[config.mk]
export PLATFORM = sky130hd
export DESIGN_NAME = calc1_req_driver
export DESIGN_NICKNAME = d
export VERILOG_FILES = /design/src/rtl/calc1_req_driver.sv
export SDC_FILE = /design/constraint.sdc
export NUM_CORES = 1
export LEC_CHECK = 0
export CAP_MARGIN = 30
export CORE_ASPECT_RATIO = 1.1
export CORE_MARGIN = 1
export CORE_UTILIZATION = 55
export CTS_CLUSTER_DIAMETER = 50
export CTS_CLUSTER_SIZE = 12
export DETAILED_ROUTE_END_ITERATION = 8
export PLACE_DENSITY_LB_ADDON = 0.3
export SLEW_MARGIN = 20
export SYNTH_ARGS = -nofsm -noshare
export SYNTH_HDL_FRONTEND = slang
export SYNTH_SLANG_ARGS = --single-unit
[constraint.sdc]
create_clock -name c_clk -period 5 [get_ports c_clk]
set_input_delay 0.5 -clock c_clk [delete_from_list [all_inputs] [get_ports c_clk]]
set_output_delay 0.5 -clock c_clk [all_outputs]
set_load 0.02 [all_outputs]
[src/rtl/calc1_req_driver.sv]
// ---------------------------------------------------------------------------
// calc1_req_driver
//   Upstream request sequencer for one calc1 request port. Operations
//   {cmd, operand1, operand2} are queued in a small FIFO and serialised one at
//   a time onto the calc1 two-cycle request protocol (cmd+operand1, then
//   operand2). The driver then waits for the calc1 response (bounded by
//   TIMEOUT cycles) and presents status/result on a valid/ready handshake.
//
// Parameters
//   DEPTH    operation FIFO depth (power of 2, >= 2)
//   TIMEOUT  WAIT_RESP cycles without a response before status 3 is reported
//
// Ports
//   c_clk, reset                 clock (rising edge), async active-high reset
//   op_valid/op_ready            operation enqueue handshake
//   op_cmd, op_data1, op_data2   operation fields
//   req_cmd_out, req_data_out    calc1 request bus
//   calc_resp_in, calc_data_in   calc1 response bus
//   rsp_valid/rsp_ready          result handshake
//   rsp_status, rsp_data         captured response (status 3 = driver timeout)
//   fifo_level                   number of queued operations
//   busy                         FSM is not idle
//   err_spurious                 sticky: response seen outside WAIT_RESP
// ---------------------------------------------------------------------------
module calc1_req_driver #(
   parameter int DEPTH   = 4,
   parameter int TIMEOUT = 64
) (
   input  logic                     c_clk,
   input  logic                     reset,
   input  logic                     op_valid,
   output logic                     op_ready,
   input  logic [3:0]               op_cmd,
   input  logic [31:0]              op_data1,
   input  logic [31:0]              op_data2,
   output logic [3:0]               req_cmd_out,
   output logic [31:0]              req_data_out,
   input  logic [1:0]               calc_resp_in,
   input  logic [31:0]              calc_data_in,
   output logic                     rsp_valid,
   input  logic                     rsp_ready,
   output logic [1:0]               rsp_status,
   output logic [31:0]              rsp_data,
   output logic [$clog2(DEPTH):0]   fifo_level,
   output logic                     busy,
   output logic                     err_spurious
);

   localparam int AW = $clog2(DEPTH);
   localparam int LW = AW + 1;
   localparam int CW = $clog2(TIMEOUT + 1);
   localparam int EW = 4 + 32 + 32;

   typedef enum logic [2:0] {
      IDLE,
      SEND_OP1,
      SEND_OP2,
      WAIT_RESP,
      RESP_HOLD
   } state_t;

   state_t           state_q, state_d;

   logic [EW-1:0]    mem [DEPTH];
   logic [AW-1:0]    wr_ptr_q, rd_ptr_q;
   logic [LW-1:0]    count_q, count_d;
   logic             full_q;

   logic [3:0]       cur_cmd_q;
   logic [31:0]      cur_data1_q, cur_data2_q;
   logic [CW-1:0]    cnt_q;
   logic [1:0]       rsp_status_q;
   logic [31:0]      rsp_data_q;
   logic             err_spurious_q;

   logic             push, pop, resp_seen, timed_out;

   // cmd 0 is a no-op: the handshake completes but nothing is stored
   assign op_ready  = !full_q;
   assign push      = op_valid && op_ready && (op_cmd != 4'd0);
   assign pop       = (state_q == IDLE) && (count_q != '0);
   assign resp_seen = (calc_resp_in != 2'd0);
   assign timed_out = (cnt_q == CW'(TIMEOUT - 1));

   always_comb begin
      count_d = count_q;
      case ({push, pop})
         2'b10:   count_d = count_q + LW'(1);
         2'b01:   count_d = count_q - LW'(1);
         default: count_d = count_q;
      endcase
   end

   // FIFO storage carries no reset; the pointers and count define validity
   always_ff @(posedge c_clk) begin
      if (push) begin
         mem[wr_ptr_q] <= {op_cmd, op_data1, op_data2};
      end
   end

   always_ff @(posedge c_clk or posedge reset) begin
      if (reset) begin
         wr_ptr_q <= '0;
         rd_ptr_q <= '0;
         count_q  <= '0;
         full_q   <= 1'b0;
      end else begin
         if (push) wr_ptr_q <= wr_ptr_q + AW'(1);
         if (pop)  rd_ptr_q <= rd_ptr_q + AW'(1);
         count_q <= count_d;
         full_q  <= (count_d == LW'(DEPTH));
      end
   end

   // FSM state register
   always_ff @(posedge c_clk or posedge reset) begin
      if (reset) state_q <= IDLE;
      else       state_q <= state_d;
   end

   always_comb begin
      state_d = state_q;
      case (state_q)
         IDLE:      if (pop) state_d = SEND_OP1;
         SEND_OP1:  state_d = SEND_OP2;
         SEND_OP2:  state_d = WAIT_RESP;
         WAIT_RESP: if (resp_seen || timed_out) state_d = RESP_HOLD;
         RESP_HOLD: if (rsp_ready) state_d = IDLE;
         default:   state_d = IDLE;
      endcase
   end

   // Operation register, wait counter and captured response
   always_ff @(posedge c_clk or posedge reset) begin
      if (reset) begin
         cur_cmd_q    <= '0;
         cur_data1_q  <= '0;
         cur_data2_q  <= '0;
         cnt_q        <= '0;
         rsp_status_q <= '0;
         rsp_data_q   <= '0;
      end else begin
         if (pop) begin
            {cur_cmd_q, cur_data1_q, cur_data2_q} <= mem[rd_ptr_q];
         end
         if (state_q == SEND_OP2) begin
            cnt_q <= '0;
         end else if (state_q == WAIT_RESP) begin
            // a response arriving on the timeout cycle takes priority
            if (resp_seen) begin
               rsp_status_q <= calc_resp_in;
               rsp_data_q   <= calc_data_in;
            end else if (timed_out) begin
               rsp_status_q <= 2'd3;
               rsp_data_q   <= '0;
            end else begin
               cnt_q <= cnt_q + CW'(1);
            end
         end
      end
   end

   always_ff @(posedge c_clk or posedge reset) begin
      if (reset)                                 err_spurious_q <= 1'b0;
      else if (resp_seen && state_q != WAIT_RESP) err_spurious_q <= 1'b1;
   end

   // Request bus is a pure decode of state; idle and waiting cycles drive 0
   always_comb begin
      req_cmd_out  = 4'd0;
      req_data_out = 32'd0;
      case (state_q)
         SEND_OP1: begin
            req_cmd_out  = cur_cmd_q;
            req_data_out = cur_data1_q;
         end
         SEND_OP2: req_data_out = cur_data2_q;
         default: ;
      endcase
   end

   assign rsp_valid    = (state_q == RESP_HOLD);
   assign rsp_status   = rsp_status_q;
   assign rsp_data     = rsp_data_q;
   assign fifo_level   = count_q;
   assign busy         = (state_q != IDLE);
   assign err_spurious = err_spurious_q;

endmodule
==> flow_summary.toml, run 1 <==
[yosys]
synth.avg_cell_area_sq_um = 20.6
synth_edf_count = 272
ys_ff_latch = 393
syn_nets = 841
ys_seq_area_frac = 0.748
synth.distinct_cells = 49
yosys_warnings = 0
synthFlopType = "edfxtp_1"
netlist_instances = 728
ys_async_sr_fraction = 0.308
syn_area_sq_um = 15000

[routing]
detail-route-antenna-nets = 0
drcViolationCount = 0
drtIter0Drc = 411
viasPerCell = 5.69
detail_route.wl_per_cell_microns = 21.4
wl_mm = 28.1
route.vias.total = 7448
drtPass1Iterations = 4

[floorplan]
die_area_sq_um = 27900
rows = 62
fp.dieH_microns = 175
coreArea_sq_um = 26500
initial_utilization = 0.566
die_w_microns = 159
num_io_pins = 183

[power_and_ir_drop]
powerDensity_nw_per_um2 = 628
pwr-share-comb = 0.326
p_sw_frac = 0.302
p_sw_mw = 3.50
pwr-share-clk = 0.244
leakage_nw = 6.60
intPower_mw = 8.08
peakVddDrop_uv = 398
seqPwrFrac = 0.430

[timing]
hold_viol = 0
skew_ps = 17.2
finalSetupTns_ps = 0
fin_crit_sh = 0.681
rsz0062_at_grt = "no"
slew_headroom = 0.413
setup_viol = 0
drv_slew = 0
period_needed_ps = 3410
worst_pin_slew_ps = 881
clock.fmax_mhz = 294

[run]
max_cap_violations = 0

[setup_path]
path_class = "flop to primary output"
required_ps = 4500
slowest_delay_ps = 600
rrSetupSlack_ps = 2410
start_kind = "flop"
critPathSlowestCell = "clkdlybuf4s50_1"
crit_chain = "nand2b_1 -> nor2_4 -> buf_16 -> a22o_1 -> clkdlybuf4s50_1"
end_kind = "primary output"
crit_start = "state_q[2]"
cp.arrival_ps = 2910
worst-path-max-fanout = 18
r2r-start = "state_q[0]"

[clock_network]
tritoncts = "done"
root_buffer = "clkbuf_16"
cts_buffer_depth = 3
cts_resized = 0
clkTransAtPathRegs_ps = 60
cts.sinks = 393
clkLatencyLatePin_ps = 520
postCtsHoldBufs = 0
post_cts_buffers = 0
htreeDepth = 2
numCtsBuffers = 40

[place]
placed_cell_area_sq_um = 17200
numPortBuffers = 182
dp_hpwl_mm = 17.2
gp_congestion = 0.761

[final_layout]
fin_area_sq_um = 18500
syn_to_final_growth_pct = 23.3
drive_gt1_frac = 0.155
n_antenna_cell = 0
nets = 1040

[global_route]
grt_overflow = 0
antenna_found_initial = 0
busiest_layer = "met2"
grt_use_met2 = 0.359
grt_max_degree = 58
grt_pass1_vias = 7875
grt_pass1_wl_mm = 44.5
met1_usage = 0.274
grt_usage = 0.209
grtUsageMet3 = 0.0401

[hold_path]
hp-class = "primary input to asynchronous set/reset pin"

[status]
status = "finished, final reports clean"
==> stage by stage <==
step	cells	setup WS (ps)	total power [mW]	utilization	hold WS [ps]
floorplan	728	1290	7.44	-	449
global placement	1231	1860	8.69	0.646	463
detailed placement	1237	1750	8.87	0.650	466
CTS	1309	1560	11.7	0.698	443
global route	1309	1460	12.2	0.698	474
finish	1309	1590	11.6	0.698	439
==> cells in the final DEF, fill, tap and decap left out, types with 2 or more instances in the layout <==
cell type | netlist | routed
or4_1 | 2 | 2
edfxtp_1 | 272 | 272
xnor2_1 | 3 | 3
nor2_4 | 2 | 3
clkdlybuf4s50_1 | 0 | 182
o211ai_1 | 2 | 2
and2_1 | 9 | 5
nor3_1 | 4 | 4
and2_4 | 1 | 5
mux4_2 | 68 | 68
nand3_1 | 8 | 8
inv_1 | 9 | 8
a2bb2oi_1 | 2 | 2
xor2_1 | 3 | 3
nor2_1 | 3 | 3
buf_4 | 15 | 10
ha_1 | 6 | 6
o22a_1 | 2 | 2
nor2b_4 | 2 | 2
bufinv_16 | 0 | 2
o21ai_0 | 2 | 2
dfrtp_4 | 0 | 2
clkbuf_16 | 0 | 42
dfrtp_1 | 121 | 119
nand2_1 | 11 | 11
buf_16 | 0 | 3
a22o_1 | 64 | 64
clkbuf_1 | 11 | 24
nand3b_1 | 2 | 2
mux2_1 | 67 | 67
or3_1 | 2 | 2
==> registers in the layout (all words and copies together) (netlist names) <==
register,count
mem,272
cur_data1_q,32
cur_data2_q,32
rsp_data,32
cnt_q,7
cur_cmd_q,4
fifo_level,3
state_q,3
rd_ptr_q,2
rsp_status,2
wr_ptr_q,2
err_spurious,1
full_q,1
==> kinds of logic after synthesis <==
family / Yosys count / share of synthesized area
flops: 393 / 0.748
mux: 137 / 0.154
compound gates: 82 / 0.0466
simple gates: 53 / 0.0217
buf+inv: 50 / 0.0196
fa+ha+maj: 7 / 0.00635
xor+xnor: 6 / 0.00351
==> power by group through the flow <==
stage               combinational, mW  sequential, mW  clock, mW
floorplan                        2.52            4.92          0
global placement                 3.59            5.10          0
detailed placement               3.82            5.05          0
CTS                              3.84            5.00       2.89
global route                     4.05            5.09       3.01
finish                           3.77            4.98       2.83
==> worst max-delay path: cells and delay by family (launching register included) <==
kind	cells	cell delay, ps
AOI/OAI and AO/OA	1	150
buffers and inverters	2	830
DFF	1	480
and+or+nand+nor	2	910
==> layout make-up <==
class                      instances  area [sq um]
timing repair buffer             198          2020
inverter                           9          38.8
fill                            1662          8000
tap                              352           440
multi-input combinational        285          3500
clock buffer                      67          1150
clock inverter                     5          96.3
sequential                       393         11200
==> synthesized netlist by cell type (2+ instances only) <==
cell type / number / area [sq um]
dfrtp_1: 121 / 3030
inv_1: 9 / 33.8
nor3_1: 4 / 20.0
and2_1: 9 / 56.3
o22a_1: 2 / 17.5
nand3_1: 8 / 40.0
mux2_1: 67 / 754
buf_4: 15 / 113
ha_1: 6 / 75.1
edfxtp_1: 272 / 8170
nor2b_4: 2 / 27.5
nor2_1: 3 / 11.3
xnor2_1: 3 / 26.3
nand2_1: 11 / 41.3
buf_2: 9 / 45.0
clkbuf_1: 11 / 41.3
a2bb2oi_1: 2 / 17.5
buf_6: 5 / 56.3
or3_1: 2 / 12.5
nor2_4: 2 / 22.5
a22o_1: 64 / 561
or4_1: 2 / 15.0
nand3b_1: 2 / 15.0
o211ai_1: 2 / 15.0
xor2_1: 3 / 26.3
o21ai_0: 2 / 10.0
mux4_2: 68 / 1530
==> per-layer routing <==
layer	up-vias	wire length [microns]
li1	3335	-
met1	3822	11700
met2	242	14200
met3	49	1570
met4	0	648
met5	-	0
==> worst paths after layout <==
| path | endpoint | cells after the start |
|---|---|---|
| max | req_data_out[12] | 5 |
| min | rsp_data[19] | 2 |
| max reg2reg | full_q | 9 |
| min reg2reg | cur_cmd_q[0] | 1 |
| max in group asynchronous | rd_ptr_q[0] | 3 |
| min in group c_clk | cur_cmd_q[0] | 1 |
Note: power is estimated with default switching activity, not from simulation.
==> inputs of run 2 (changes only) <==
==> constraint.sdc (replaced) <==
create_clock -name c_clk -period 3.3 [get_ports c_clk]
set_input_delay 0.33 -clock c_clk [delete_from_list [all_inputs] [get_ports c_clk]]
set_output_delay 0.33 -clock c_clk [all_outputs]
set_load 0.02 [all_outputs]
==> run 2 against run 1 <==
Sequential power grew 50%; combinational power grew 58%; core utilization is essentially flat; critical endpoint is now req_data_out[15]; flip-flop and latch count is the same; first-iteration DRC count grew 12%; sequential share of layout area is essentially flat; final cell count grew 0.69%; die area is the same; worst setup slack lost 1200 ps; highest routed layer is now met5; critical path depth is the same.
==> flow_summary.toml, run 2 (synthesis results as in run 1) <==
[status]
status = "finished, final reports clean"

[global_route]
grt_pass1_wl_mm = 45.6
grt_pass1_vias = 8225
grt_usage = 0.215
antenna_found_initial = 1
grt_max_degree = 122
grt_overflow = 0

[place]
numPortBuffers = 182
gp_congestion = 0.740
dpl_worst_slack_ps = 159
dp_hpwl_mm = 17.3

[power_and_ir_drop]
pwr-share-clk = 0.227
peakVddDrop_uv = 678
seqPwrFrac = 0.429
leakage_nw = 6.59
p_sw_mw = 5.36
powerDensity_nw_per_um2 = 942
p_sw_frac = 0.308
pwr-share-comb = 0.343
intPower_mw = 12.0

[setup_path]
worst-path-max-fanout = 24
cp.arrival_ps = 2620
cp_num_buf_inv = 2
r2r-start = "state_q[1]"
slowest_delay_ps = 630
end_kind = "primary output"
path_class = "flop to primary output"
path_delay_family = "buffers and inverters"
required_ps = 2970
crit_start = "state_q[2]"
crit_chain = "nand2b_1 -> nor2_4 -> buf_4 -> a22o_1 -> clkdlybuf4s50_1"
start_kind = "flop"
critPathSlowestCell = "clkdlybuf4s50_1"

[timing]
skew_ps = 17.1
period_needed_ps = 2950
worst_pin_slew_ps = 760
drv_slew = 0
setup_slack_ps = 350
finalSetupTns_ps = 0
rsz0062_at_grt = "no"
setup_viol = 0
slew_headroom = 0.492
hold_viol = 0
fin_crit_sh = 0.894
clock.fmax_mhz = 339

[final_layout]
regMostFlops = "mem"
final_cell_mix = "edfxtp_1, clkdlybuf4s50_1, dfrtp_1"
nets = 1049
layout_commonest_cell = "edfxtp_1"
syn_to_final_growth_pct = 23.3
drive_gt1_frac = 0.159
largest_reg_flops = 272

[clock_network]
numCtsBuffers = 39
cts.sinks = 393
postCtsHoldBufs = 0
clkLatencyLatePin_ps = 520
tritoncts = "done"
cts_buffer_depth = 3
htreeDepth = 2
root_buffer = "clkbuf_16"
cts_resized = 0
clkTransAtPathRegs_ps = 50
post_cts_buffers = 0

[hold_path]
worstHoldStart = "rsp_ready"
hp-class = "primary input to flop"

[floorplan]
coreArea_sq_um = 26500
die_w_microns = 159
die_area_sq_um = 27900
rows = 62
initial_utilization = 0.566
fp.dieH_microns = 175
num_io_pins = 183

[routing]
wl_mm = 29.0
drcViolationCount = 0
route.vias.total = 7593
drtPass1Iterations = 4
drtIter0Drc = 462
detail_route.wl_per_cell_microns = 22.0
detail-route-antenna-nets = 0
viasPerCell = 5.76

[run]
max_cap_violations = 0
run 2: changes by cell type in the layout (fill, tap and decap cells not counted):
| cell | delta |
|---|---|
| clkbuf_1 | +3 |
| buf_16 | -2 |
| buf_4 | +5 |
| bufinv_16 | -2 |
| clkinvlp_4 | +2 |
| buf_2 | -1 |
| inv_8 | -1 |
| clkbuf_16 | -3 |
| buf_12 | +9 |
| buf_8 | -1 |
| diode_2 | +1 |
| clkinv_8 | -1 |
run 2: stage by stage:
stage,std cells,hold slack (ps),total power [mW],utilization,instance area [sq um]
after global placement,1246,461,13.4,0.655,17300
final,1318,392,17.4,0.698,18500
after floorplan,728,421,11.3,-,15000
after detailed placement,1247,470,13.6,0.656,17300
after global routing,1317,388,18.2,0.698,18500
after CTS,1317,375,17.6,0.698,18500
run 2: power by group through the flow:
| stage | clock network, mW | logic, mW | registers [mW] |
|---|---|---|---|
| after floorplan | 0 | 3.82 | 7.46 |
| after global placement | 0 | 5.90 | 7.50 |
| after detailed placement | 0 | 6.03 | 7.57 |
| after CTS | 4.04 | 6.07 | 7.49 |
| after global routing | 4.21 | 6.41 | 7.63 |
| final | 3.95 | 5.97 | 7.47 |
run 2: layer usage:
layer	wire, microns	share of wire	track usage
met5	13	0.00045	0
met4	629	0.022	0.0581
met1	11800	0.41	0.268
met3	1650	0.057	0.0482
met2	14900	0.52	0.382
run 2: final cells by class:
class,instances,area (sq um)
Antenna cell,1,2.50
Clock buffer,67,1090
Clock inverter,3,25.0
Fill cell,1634,7990
Inverter,9,37.5
Multi-Input combinational cell,285,3500
Sequential cell,393,11200
Tap cell,352,440
Timing Repair Buffer,208,2160
run 2: final timing paths:
check | endpoint | slack [ps] | cells after the start
max | req_data_out[15] | 350 | 5
min | state_q[2] | 390 | 2
max reg2reg | full_q | 930 | 9
min reg2reg | cur_data1_q[14] | 480 | 1
max in group asynchronous | rd_ptr_q[0] | 2350 | 3
min in group asynchronous | rsp_data[27] | 420 | 3
